===== src/rtl/noc_pkg.sv =====
// Shared types and helpers for the NoC router input unit: state encoding,
// destination-field width and flit destination-field extraction.
package noc_pkg;

  typedef enum logic [1:0] {
    IDLE  = 2'd0,
    CHECK = 2'd1,
    REQ   = 2'd2
  } ip_state_t;

  // Widest flit the destination helper accepts.
  localparam int unsigned MAX_FLIT_W = 64;

  function automatic int unsigned dest_w(input int unsigned ports);
    return (ports <= 2) ? 1 : $clog2(ports);
  endfunction

  // Destination field is the top dw bits of a width-bit flit.
  function automatic int unsigned flit_dest(input logic [MAX_FLIT_W-1:0] flit,
                                            input int unsigned           width,
                                            input int unsigned           dw);
    logic [MAX_FLIT_W-1:0] mask;
    mask = (MAX_FLIT_W'(1) << dw) - MAX_FLIT_W'(1);
    return 32'((flit >> (width - dw)) & mask);
  endfunction

endpackage


===== src/rtl/noc_fifo.sv =====
// Show-ahead ring FIFO: rd_data always presents the head entry; an occupancy
// counter separates full from empty so pointers wrap naturally.
module noc_fifo #(
  parameter int unsigned WIDTH = 8,
  parameter int unsigned DEPTH = 4
) (
  input  logic                     clk,
  input  logic                     rst,
  input  logic                     wr_en,
  input  logic [WIDTH-1:0]         wr_data,
  input  logic                     rd_en,
  output logic [WIDTH-1:0]         rd_data,
  output logic [$clog2(DEPTH):0]   fill,
  output logic                     full,
  output logic                     empty
);

  localparam int unsigned PTR_W  = $clog2(DEPTH);
  localparam int unsigned FILL_W = PTR_W + 1;
  localparam logic [FILL_W-1:0] FILL_MAX = FILL_W'(DEPTH);

  logic [WIDTH-1:0]  r_mem [DEPTH];
  logic [PTR_W-1:0]  r_wr_ptr;
  logic [PTR_W-1:0]  r_rd_ptr;
  logic [FILL_W-1:0] r_fill;
  logic              w_do_wr;
  logic              w_do_rd;

  assign full    = (r_fill == FILL_MAX);
  assign empty   = (r_fill == '0);
  assign w_do_wr = wr_en && !full;
  assign w_do_rd = rd_en && !empty;
  assign rd_data = r_mem[r_rd_ptr];
  assign fill    = r_fill;

  // NOTE: the storage array is deliberately not reset; an empty FIFO never
  // exposes its contents, and leaving it reset-free keeps it a plain RAM.
  always_ff @(posedge clk) begin
    if (w_do_wr) r_mem[r_wr_ptr] <= wr_data;
  end

  // NOTE: sequential state uses non-blocking assignments so every register
  // samples the pre-edge values regardless of statement order.
  always_ff @(posedge clk) begin
    if (!rst) begin
      r_wr_ptr <= '0;
      r_rd_ptr <= '0;
      r_fill   <= '0;
    end else begin
      if (w_do_wr) r_wr_ptr <= r_wr_ptr + 1'b1;
      if (w_do_rd) r_rd_ptr <= r_rd_ptr + 1'b1;
      case ({w_do_wr, w_do_rd})
        2'b10:   r_fill <= r_fill + 1'b1;
        2'b01:   r_fill <= r_fill - 1'b1;
        default: r_fill <= r_fill;
      endcase
    end
  end

endmodule


===== src/rtl/noc_input_port.sv =====
// Router input unit: buffers single-flit packets, decodes the head destination,
// requests the crossbar, pops on grant and raises backpressure upstream.
module noc_input_port
  import noc_pkg::*;
#(
  parameter int unsigned PORTS      = 2,
  parameter int unsigned WIDTH      = 8,
  parameter int unsigned BP_WIDTH   = 1,
  parameter int unsigned DEPTH      = 4,
  parameter int unsigned STARVE_LIM = 16
) (
  input  logic                              clk,
  input  logic                              rst,
  input  logic [WIDTH-1:0]                  in_data,
  input  logic                              in_valid,
  output logic [BP_WIDTH-1:0]               in_bp,
  output logic [WIDTH-1:0]                  xb_data,
  output logic [dest_w(PORTS)-1:0]          xb_dest,
  output logic                              xb_dest_en,
  input  logic                              xb_ack,
  input  logic [BP_WIDTH-1:0]               xb_bp,
  output logic [$clog2(DEPTH):0]            fill,
  output logic                              overflow,
  output logic                              drop_bad,
  output logic                              starve
);

  localparam int unsigned DEST_W  = dest_w(PORTS);
  localparam int unsigned FILL_W  = $clog2(DEPTH) + 1;
  localparam int unsigned STALL_W = $clog2(STARVE_LIM + 1);
  localparam logic [FILL_W-1:0]  BP_THRESH = FILL_W'(DEPTH - 1);
  localparam logic [STALL_W-1:0] STALL_MAX = STALL_W'(STARVE_LIM);

  ip_state_t          r_state;
  ip_state_t          w_state_next;
  logic [WIDTH-1:0]   w_head;
  logic [FILL_W-1:0]  w_fill;
  logic [FILL_W-1:0]  w_fill_next;
  logic               w_full;
  logic               w_empty;
  logic               w_push;
  logic               w_pop;
  logic               w_fire;
  logic               w_drop;
  logic               w_req;
  logic               w_head_bad;
  logic [DEST_W-1:0]  w_head_dest;
  logic [STALL_W-1:0] r_stall_cnt;
  logic               r_bp;
  logic               r_overflow;
  logic               r_drop_bad;
  logic               r_starve;

  noc_fifo #(
    .WIDTH (WIDTH),
    .DEPTH (DEPTH)
  ) u_fifo (
    .clk     (clk),
    .rst     (rst),
    .wr_en   (w_push),
    .wr_data (in_data),
    .rd_en   (w_pop),
    .rd_data (w_head),
    .fill    (w_fill),
    .full    (w_full),
    .empty   (w_empty)
  );

  assign w_head_dest = DEST_W'(flit_dest(MAX_FLIT_W'(w_head), WIDTH, DEST_W));
  assign w_head_bad  = flit_dest(MAX_FLIT_W'(w_head), WIDTH, DEST_W) >= PORTS;

  // A flit arriving while full is lost even if the head leaves this cycle.
  assign w_push      = in_valid && !w_full;
  assign w_req       = (r_state == REQ);
  assign w_fire      = w_req && xb_ack && ~|xb_bp;
  assign w_drop      = (r_state == CHECK) && !w_empty && w_head_bad;
  assign w_pop       = w_fire || w_drop;
  assign w_fill_next = w_fill + FILL_W'(w_push) - FILL_W'(w_pop);

  // NOTE: every always_comb output gets a default first, so no path through
  // the case statement can leave it unassigned and infer a latch.
  always_comb begin
    w_state_next = r_state;
    case (r_state)
      IDLE: begin
        if (w_fill_next != '0) w_state_next = CHECK;
      end
      CHECK: begin
        if (w_empty)         w_state_next = IDLE;
        else if (w_head_bad) w_state_next = (w_fill_next != '0) ? CHECK : IDLE;
        else                 w_state_next = REQ;
      end
      REQ: begin
        if (w_fire) w_state_next = (w_fill_next != '0) ? CHECK : IDLE;
      end
      default: w_state_next = IDLE;
    endcase
  end

  always_ff @(posedge clk) begin
    if (!rst) r_state <= IDLE;
    else      r_state <= w_state_next;
  end

  always_ff @(posedge clk) begin
    if (!rst) begin
      r_bp        <= 1'b0;
      r_overflow  <= 1'b0;
      r_drop_bad  <= 1'b0;
      r_starve    <= 1'b0;
      r_stall_cnt <= '0;
    end else begin
      // One free slot remains when bp rises, absorbing the upstream's reaction delay.
      r_bp <= (w_fill_next >= BP_THRESH);
      if (in_valid && w_full) r_overflow <= 1'b1;
      if (w_drop)             r_drop_bad <= 1'b1;
      if (w_req && !w_fire) begin
        if (r_stall_cnt != STALL_MAX) begin
          r_stall_cnt <= r_stall_cnt + 1'b1;
          if (r_stall_cnt + 1'b1 == STALL_MAX) r_starve <= 1'b1;
        end
      end else begin
        r_stall_cnt <= '0;
      end
    end
  end

  assign in_bp      = {BP_WIDTH{r_bp}};
  assign xb_dest_en = w_req;
  assign xb_data    = w_req ? w_head : '0;
  assign xb_dest    = w_req ? w_head_dest : '0;
  assign fill       = w_fill;
  assign overflow   = r_overflow;
  assign drop_bad   = r_drop_bad;
  assign starve     = r_starve;

endmodule

===== config.mk =====
export PLATFORM = sky130hd
export DESIGN_NAME = noc_input_port
export DESIGN_NICKNAME = d
export VERILOG_FILES = /design/src/rtl/noc_pkg.sv /design/src/rtl/noc_fifo.sv /design/src/rtl/noc_input_port.sv
export SDC_FILE = /design/constraint.sdc
export NUM_CORES = 1
export LEC_CHECK = 0
export CAP_MARGIN = 20
export CELL_PAD_IN_SITES_DETAIL_PLACEMENT = 2
export CELL_PAD_IN_SITES_GLOBAL_PLACEMENT = 2
export CORE_MARGIN = 2
export CORE_UTILIZATION = 38
export CTS_CLUSTER_DIAMETER = 120
export DETAILED_ROUTE_END_ITERATION = 10
export GPL_TIMING_DRIVEN = 1
export PLACE_DENSITY = 0.77
export REMOVE_ABC_BUFFERS = 1
export SKIP_CTS_REPAIR_TIMING = 1
export SLEW_MARGIN = 5
export SYNTH_ARGS = -nofsm -noshare
export SYNTH_HDL_FRONTEND = slang
export SYNTH_HIERARCHICAL = 1
export SYNTH_SLANG_ARGS = --single-unit

===== constraint.sdc =====
create_clock -name clk -period 3.3 [get_ports clk]
set_clock_uncertainty 0.15 [all_clocks]
set_input_delay 0.33 -clock clk [delete_from_list [all_inputs] [get_ports clk]]
set_output_delay 0.33 -clock clk [all_outputs]
set_load 0.05 [all_outputs]

==> results.md, run 1 <==
* Status: finished clean
* Distinct cells, synth at 34
* Cells after synthesis at 166
* Core area at roughly 0.0059 sq mm
* Delay-heaviest family, CP: simple AND/OR/NAND/NOR gates
* DRT Pass-1 Iters at 3
* Vias per cell at around 5.0
* Yosys warns at 6
* Max Cap Violations at 0
* CTS root buf: clkbuf_8
* Peak supply drop at around 0.00019 V
* GR Overflow Total at 0
* Power Total at ~1.3 mW
* Vias in the first global route at between 1000 and 1500
* Die width at just over 80 um
* Hold Crit Depth at 2
* Die ar. at approximately 0.0066 sq mm
* Max-slew violation count at 0
* Fraction of registers with async set/reset at 0%
* Worst r2r path cells at 12
* Yosys reg bits at between 50 and 60
* Ys flop type: edfxtp_1
* Latest clock arrival within the worst-skew pair at ~0.30 ns
* Number of H-tree levels at 2
* EDFF count, synth at 32
* Crit share post-route at between 80% and 90%
* Area growth, synth to finish at 20.5%
* Final GP Congestion at approximately 0.74
* Clock transition at path regs at around 0.09 ns
* Post-Syn Area at 0.00226 sq mm
* Clock sinks at 51
* Routed wire length per instance at roughly 17 um
* Register area share after synthesis at about three fifths
* Clock buffer depth at 2
* Diodes inserted at 0
* DRC errors left at 0
* Hold crit path type: reg2reg
* Worst-Margin Slew at between 0.5 and 0.6 ns
* Post-route setup TNS at 0 ns
* Critical path launch point type: input port
* Vias at between 1000 and 1500
* Critical path fanouts, max at 4
* Initial antenna violation count at 0
* Total I/O pin count at 30
* RSZ-0062 raised after global routing: false
* PD cells at just under 500 mW/mm^2
* Largest net degree at the start of global routing at 17
* Final Net Count at around 220
* CP max stage cell: nor3b_1
* Final ANT Viol Nets at 0
* Total CTS buffers at 5
* Fmax at between 300 and 400 MHz
* Slew headroom at approximately 63%
* DRT iter0 DRCs at between 60 and 70
* Final Hold Vio Count at 0
* CTS tree: done
* Worst Setup Path Type: in2reg
* Avg Cell Area, Syn at about 14 sq um
* Crit path DAT at between 2 and 3 ns
* Worst path bufs/invs at 2
* All-Layer GR Usage at between 10% and 20%
* First-pass GRT wire length at approximately 7.6 mm
* Pleak at 0.946 nW
* Starting Density at 38.7%
* Buffers on Ports at 28
* Fin crit period at 2.90 ns
* CP Capture Type: register
* Die Y at just over 80 um
* Critical Path RT at ~3.4 ns
* CP Cell Sequence: clkdlybuf4s50_1 > nand2b_1 > nor3b_1 > nor2b_1 > ha_1 > inv_1 > fa_1 > xor2_1 > or3_1 > a21boi_1
* Slowest stage delay, CP at 0.44 ns
* Routed wire length at 4.69 mm
* Setup violators final at 0
* Number of stages on the worst setup path at 10
* Proportion of layout cells with a drive suffix above 1 at roughly 14%
* Row count at 28
* Hpwl dp at 3.45 mm
report_power, final:
part           switching (mW)  leakage [nW]  internal [mW]
Combinational           0.109         0.440         0.0754
Sequential             0.0209         0.448          0.710
Clock                   0.208        0.0581          0.226
Total                   0.338         0.946           1.01
logic make-up (layout without fill, tap and decap cells):
logic type               count (synthesis)  in the layout  synth area share [%]
AO/OA/AOI/OAI                           14             14                  4.48
XOR/XNOR                                 8              8                  3.10
adder cells (fa/ha/maj)                 12             12                  7.30
buffers and inverters                   20             51                  3.81
flip-flops                              51             51                  59.3
multiplexers                            11             11                  9.29
other                                    1              1                 0.166
AND/OR/NAND/NOR                         49             49                  12.6
cell type report:
| type | instances | area, sq um |
|---|---|---|
| multi-input combinational | 95 | 836 |
| timing repair buffer | 30 | 295 |
| clock buffer | 5 | 68.8 |
| tap | 75 | 93.8 |
| clock inverter | 3 | 43.8 |
| fill | 577 | 3120 |
| sequential | 51 | 1340 |
| inverter | 13 | 48.8 |
synthesized netlist by cell type (3+ instances only):
cell type | count | share of area (%)
and2_1 | 14 | 3.9
buf_2 | 3 | 0.66
nor2_1 | 9 | 1.5
inv_1 | 12 | 2.0
o21ai_0 | 6 | 1.3
mux4_2 | 8 | 8.0
nor2b_1 | 3 | 0.83
edfxtp_1 | 32 | 42
xnor2_1 | 4 | 1.5
ha_1 | 10 | 5.5
xor2_1 | 4 | 1.5
dfxtp_1 | 19 | 17
mux2i_1 | 3 | 1.3
nand2_1 | 9 | 1.5
per-layer routing:
layer | vias up | routed length [um] | GRT usage (%) | share of wire, %
li1 | 636 | - | - | -
met1 | 701 | 1850 | 17.6 | 39
met2 | 23 | 2650 | 30.1 | 56
met3 | 6 | 146 | 3.33 | 3.1
met4 | 0 | 50 | 4.92 | 1.1
met5 | - | 0 | 0 | 0
flip-flops by register name, indices dropped and copies added (netlist names), named ones only:
register and flops:
u_fifo/r_mem 32, u_fifo/r_wr_ptr 2, starve 1, u_fifo/fill 3
in_bp 1, r_state 2, u_fifo/r_rd_ptr 2, overflow 1
r_stall_cnt 5
stage by stage:
stage	worst slack [ns]	cells	instance area [sq um]	utilization [%]	hold WS (ns)
after floorplan	0.448	159	2230	-	0.279
after global placement	0.190	264	2620	44.7	0.307
after detailed placement	0.0336	264	2620	44.7	0.322
after CTS	0.341	272	2730	46.6	0.345
after global routing	0.149	272	2730	46.6	0.372
final	0.402	272	2730	46.6	0.339
layout by cell type, fill, tap and decap left out, drive strengths merged, types with 5 or more instances in the layout:
master,count
edfxtp,32
inv,13
o21ai,6
dfxtp,19
mux4,8
clkdlybuf4s50,28
ha,10
clkbuf,5
and2,14
nand2,9
nor2,9
final timing paths:
| path | from | endpoint | slack [ns] |
|---|---|---|---|
| setup / recovery | xb_bp | u_fifo/fill[2]$_SDFFE_PN0P_ | 0.40 |
| setup reg to reg | u_fifo/fill[2]$_SDFFE_PN0P_ | u_fifo/fill[2]$_SDFFE_PN0P_ | 0.53 |
| hold reg to reg | overflow$_SDFFE_PN0P_ | overflow$_SDFFE_PN0P_ | 0.34 |
| hold / removal | overflow$_SDFFE_PN0P_ | overflow$_SDFFE_PN0P_ | 0.34 |
tightest hold or removal path, cell delays in order, from the launching register on:
cell	delay (ns)
dfxtp_1	0.35
a21oi_1	0.04
nor2_1	0.07
(Power assumes the default switching activity.)
==> run 2, diff against run 1 <==
--- a/config.mk
+++ b/config.mk
@@ -9,5 +9,5 @@
 export CELL_PAD_IN_SITES_DETAIL_PLACEMENT = 2
 export CELL_PAD_IN_SITES_GLOBAL_PLACEMENT = 2
-export CORE_MARGIN = 2
+export CORE_MARGIN = 4
 export CORE_UTILIZATION = 38
 export CTS_CLUSTER_DIAMETER = 120
==> constraint.sdc (replaced) <==
create_clock -name clk -period 3.3 [get_ports clk]
set_clock_uncertainty 0.15 [all_clocks]
set_input_delay 0.66 -clock clk [delete_from_list [all_inputs] [get_ports clk]]
set_output_delay 0.66 -clock clk [all_outputs]
set_load 0.05 [all_outputs]
==> run 2 against run 1 <==
Effect of this change:
- cell count increased by 0.74%
- combinational power increased by 5%
- critical path depth decreased by 6
- critical path type is now reg2out
- highest routed layer unchanged
==> results.md, run 2 (synthesis results as in run 1) <==
* Largest net degree at the start of global routing at 17 (unchanged)
* Routed wire length per instance at 19.0 um (+9.9%)
* Largest register FFs at 32 (unchanged)
* GR Overflow Total at 0 (unchanged)
* Final Hold Vio Count at 0 (unchanged)
* Post-route setup TNS at 0 ns (unchanged)
* DRT Pass-1 Iters at 4 (+1)
* Die Y at 85.2 um (+4.9%)
* Worst slack, placed at -0.0330 ns (-0.0666 ns)
* Slew headroom at 65.9% (+2.5 points)
* Critical path fanouts, max at 8 (+4)
* DRC errors left at 0 (unchanged)
* Worst Setup Path Type: reg2out
* Die width at 85.2 um (+4.9%)
* CTS tree: done
* PnR worst setup slack at 0.257 ns (-0.145 ns)
* Fin crit period at 3.04 ns (+0.145 ns)
* Max-slew violation count at 0 (unchanged)
* Setup violators final at 0 (unchanged)
* Vias at 1372 (+0.44%)
* Vias per cell at 5.01 (-0.29%)
* Latest clock arrival within the worst-skew pair at 0.30 ns (about the same)
* Area growth, synth to finish at 22.0%
* Worst-Margin Slew at 0.509 ns (-0.0379 ns)
* Most common cell after layout, fill and taps aside: edfxtp_1
* CP max stage cell: clkdlybuf4s50_1
* Proportion of layout cells with a drive suffix above 1 at 15.8% (+2.1 points)
* Power Total at 1.36 mW (+0.47%)
* Vias in the first global route at 1583 (+6.5%)
* Final Net Count at 226 (+2.3%)
* CTS root buf: clkbuf_8
* Diodes inserted at 0 (unchanged)
* Total CTS buffers at 5 (unchanged)
* Hold crit path type: reg2reg
* RR Startpoint: u_fifo/fill[0]$_SDFFE_PN0P_
* GR peak layer: met2
* Fmax at 329 MHz (-4.8%)
* All-Layer GR Usage at 15.4% (-0.51 points)
* Hold_sp: starve$_SDFFE_PN0P_
* Starting Density at 40.1% (+1.4 points)
* Peak supply drop at 0.000228 V (+17%)
* PD cells at 491 mW/mm^2 (-0.76%)
* Most frequent cells in the layout: edfxtp_1, clkdlybuf4s50_1, dfxtp_1, and2_1, inv_1
* DRT iter0 DRCs at 49 (-20%)
* Clock sinks at 51 (unchanged)
* Die ar. at 0.00725 sq mm (+10%)
* Met2 GRT Util at 28.5% (-1.6 points)
* Status: finished clean
* Crit path DAT at 2.23 ns (-0.75 ns)
* Final GP Congestion at 0.769 (+4.0%)
* Filler Cells Inserted at 543 (-5.9%)
* Critical path launch point type: register
* RSZ-0062 raised after global routing: false
* First-pass GRT wire length at 8.41 mm (+11%)
* Critical Path RT at 2.49 ns (-0.90 ns)
* Max Cap Violations at 0 (unchanged)
* Worst path bufs/invs at 2 (unchanged)
* Clock buffer depth at 2 (unchanged)
* Pleak at 0.972 nW (+2.8%)
* Crit share post-route at 92.2% (+4.4 points)
* Routed wire length at 5.20 mm (+11%)
* Slowest stage delay, CP at 0.70 ns (+0.26 ns)
* Core area at 0.00564 sq mm (-3.6%)
* GR met3 Demand/Resource at 3.59% (+0.26 points)
* Row count at 27 (-3.6%)
* Biggest register: u_fifo/r_mem
* CP Cell Sequence: buf_4 > mux4_2 > and2_1 > clkdlybuf4s50_1
* Total I/O pin count at 30 (unchanged)
* Initial antenna violation count at 0 (unchanged)
* Final ANT Viol Nets at 0 (unchanged)
* Met1 Usage GRT at 17.2% (-0.42 points)
* Hpwl dp at 3.96 mm (+15%)
* Buffers on Ports at 28 (unchanged)
* Clock transition at path regs at 0.09 ns (about the same)
* Number of H-tree levels at 2 (unchanged)
* Delay-heaviest family, CP: buffers and inverters
* CP Capture Type: output port
[run 2: power breakdown]
group / internal, mW / leakage (nW) / switching (mW) / total (mW)
registers: 0.710 / 0.448 / 0.0197 / 0.730
clock network: 0.226 / 0.0581 / 0.207 / 0.433
logic: 0.0782 / 0.466 / 0.115 / 0.193
total: 1.01 / 0.972 / 0.341 / 1.36
[run 2: worst paths after layout]
kind	cells after the start	slack (ns)	to
setup / recovery	4	0.26	xb_data[6]
hold / removal	1	0.34	starve$_SDFFE_PN0P_
setup reg to reg	10	0.65	r_state[0]$_SDFFE_PN0P_
hold reg to reg	1	0.34	starve$_SDFFE_PN0P_
[run 2: stage by stage]
stage	utilization (%)	cells	hold slack [ns]	area (sq um)
after floorplan	-	159	0.303	2230
after global placement	47.0	266	0.302	2650
after detailed placement	47.0	266	0.317	2650
after CTS	48.9	274	0.351	2760
after global routing	48.9	274	0.364	2760
final	48.9	274	0.344	2760
[run 2: metal layers]
| metal | routed length [um] | up-vias | part of all wire [%] |
|---|---|---|---|
| li1 | - | 648 | - |
| met1 | 2090 | 694 | 40 |
| met2 | 2900 | 24 | 56 |
| met3 | 146 | 6 | 2.8 |
| met4 | 63 | 0 | 1.2 |
| met5 | 0 | - | 0 |
[run 2: final cells by class]
class	instances	area (sq um)	share of cell area, %
Inverter	13	48.8	1.77
Timing Repair Buffer	35	333	12.1
Multi-Input combinational cell	95	836	30.3
Sequential cell	51	1340	48.6
Clock buffer	5	68.8	2.49
Tap cell	72	90.1	3.26
Clock inverter	3	43.8	1.59
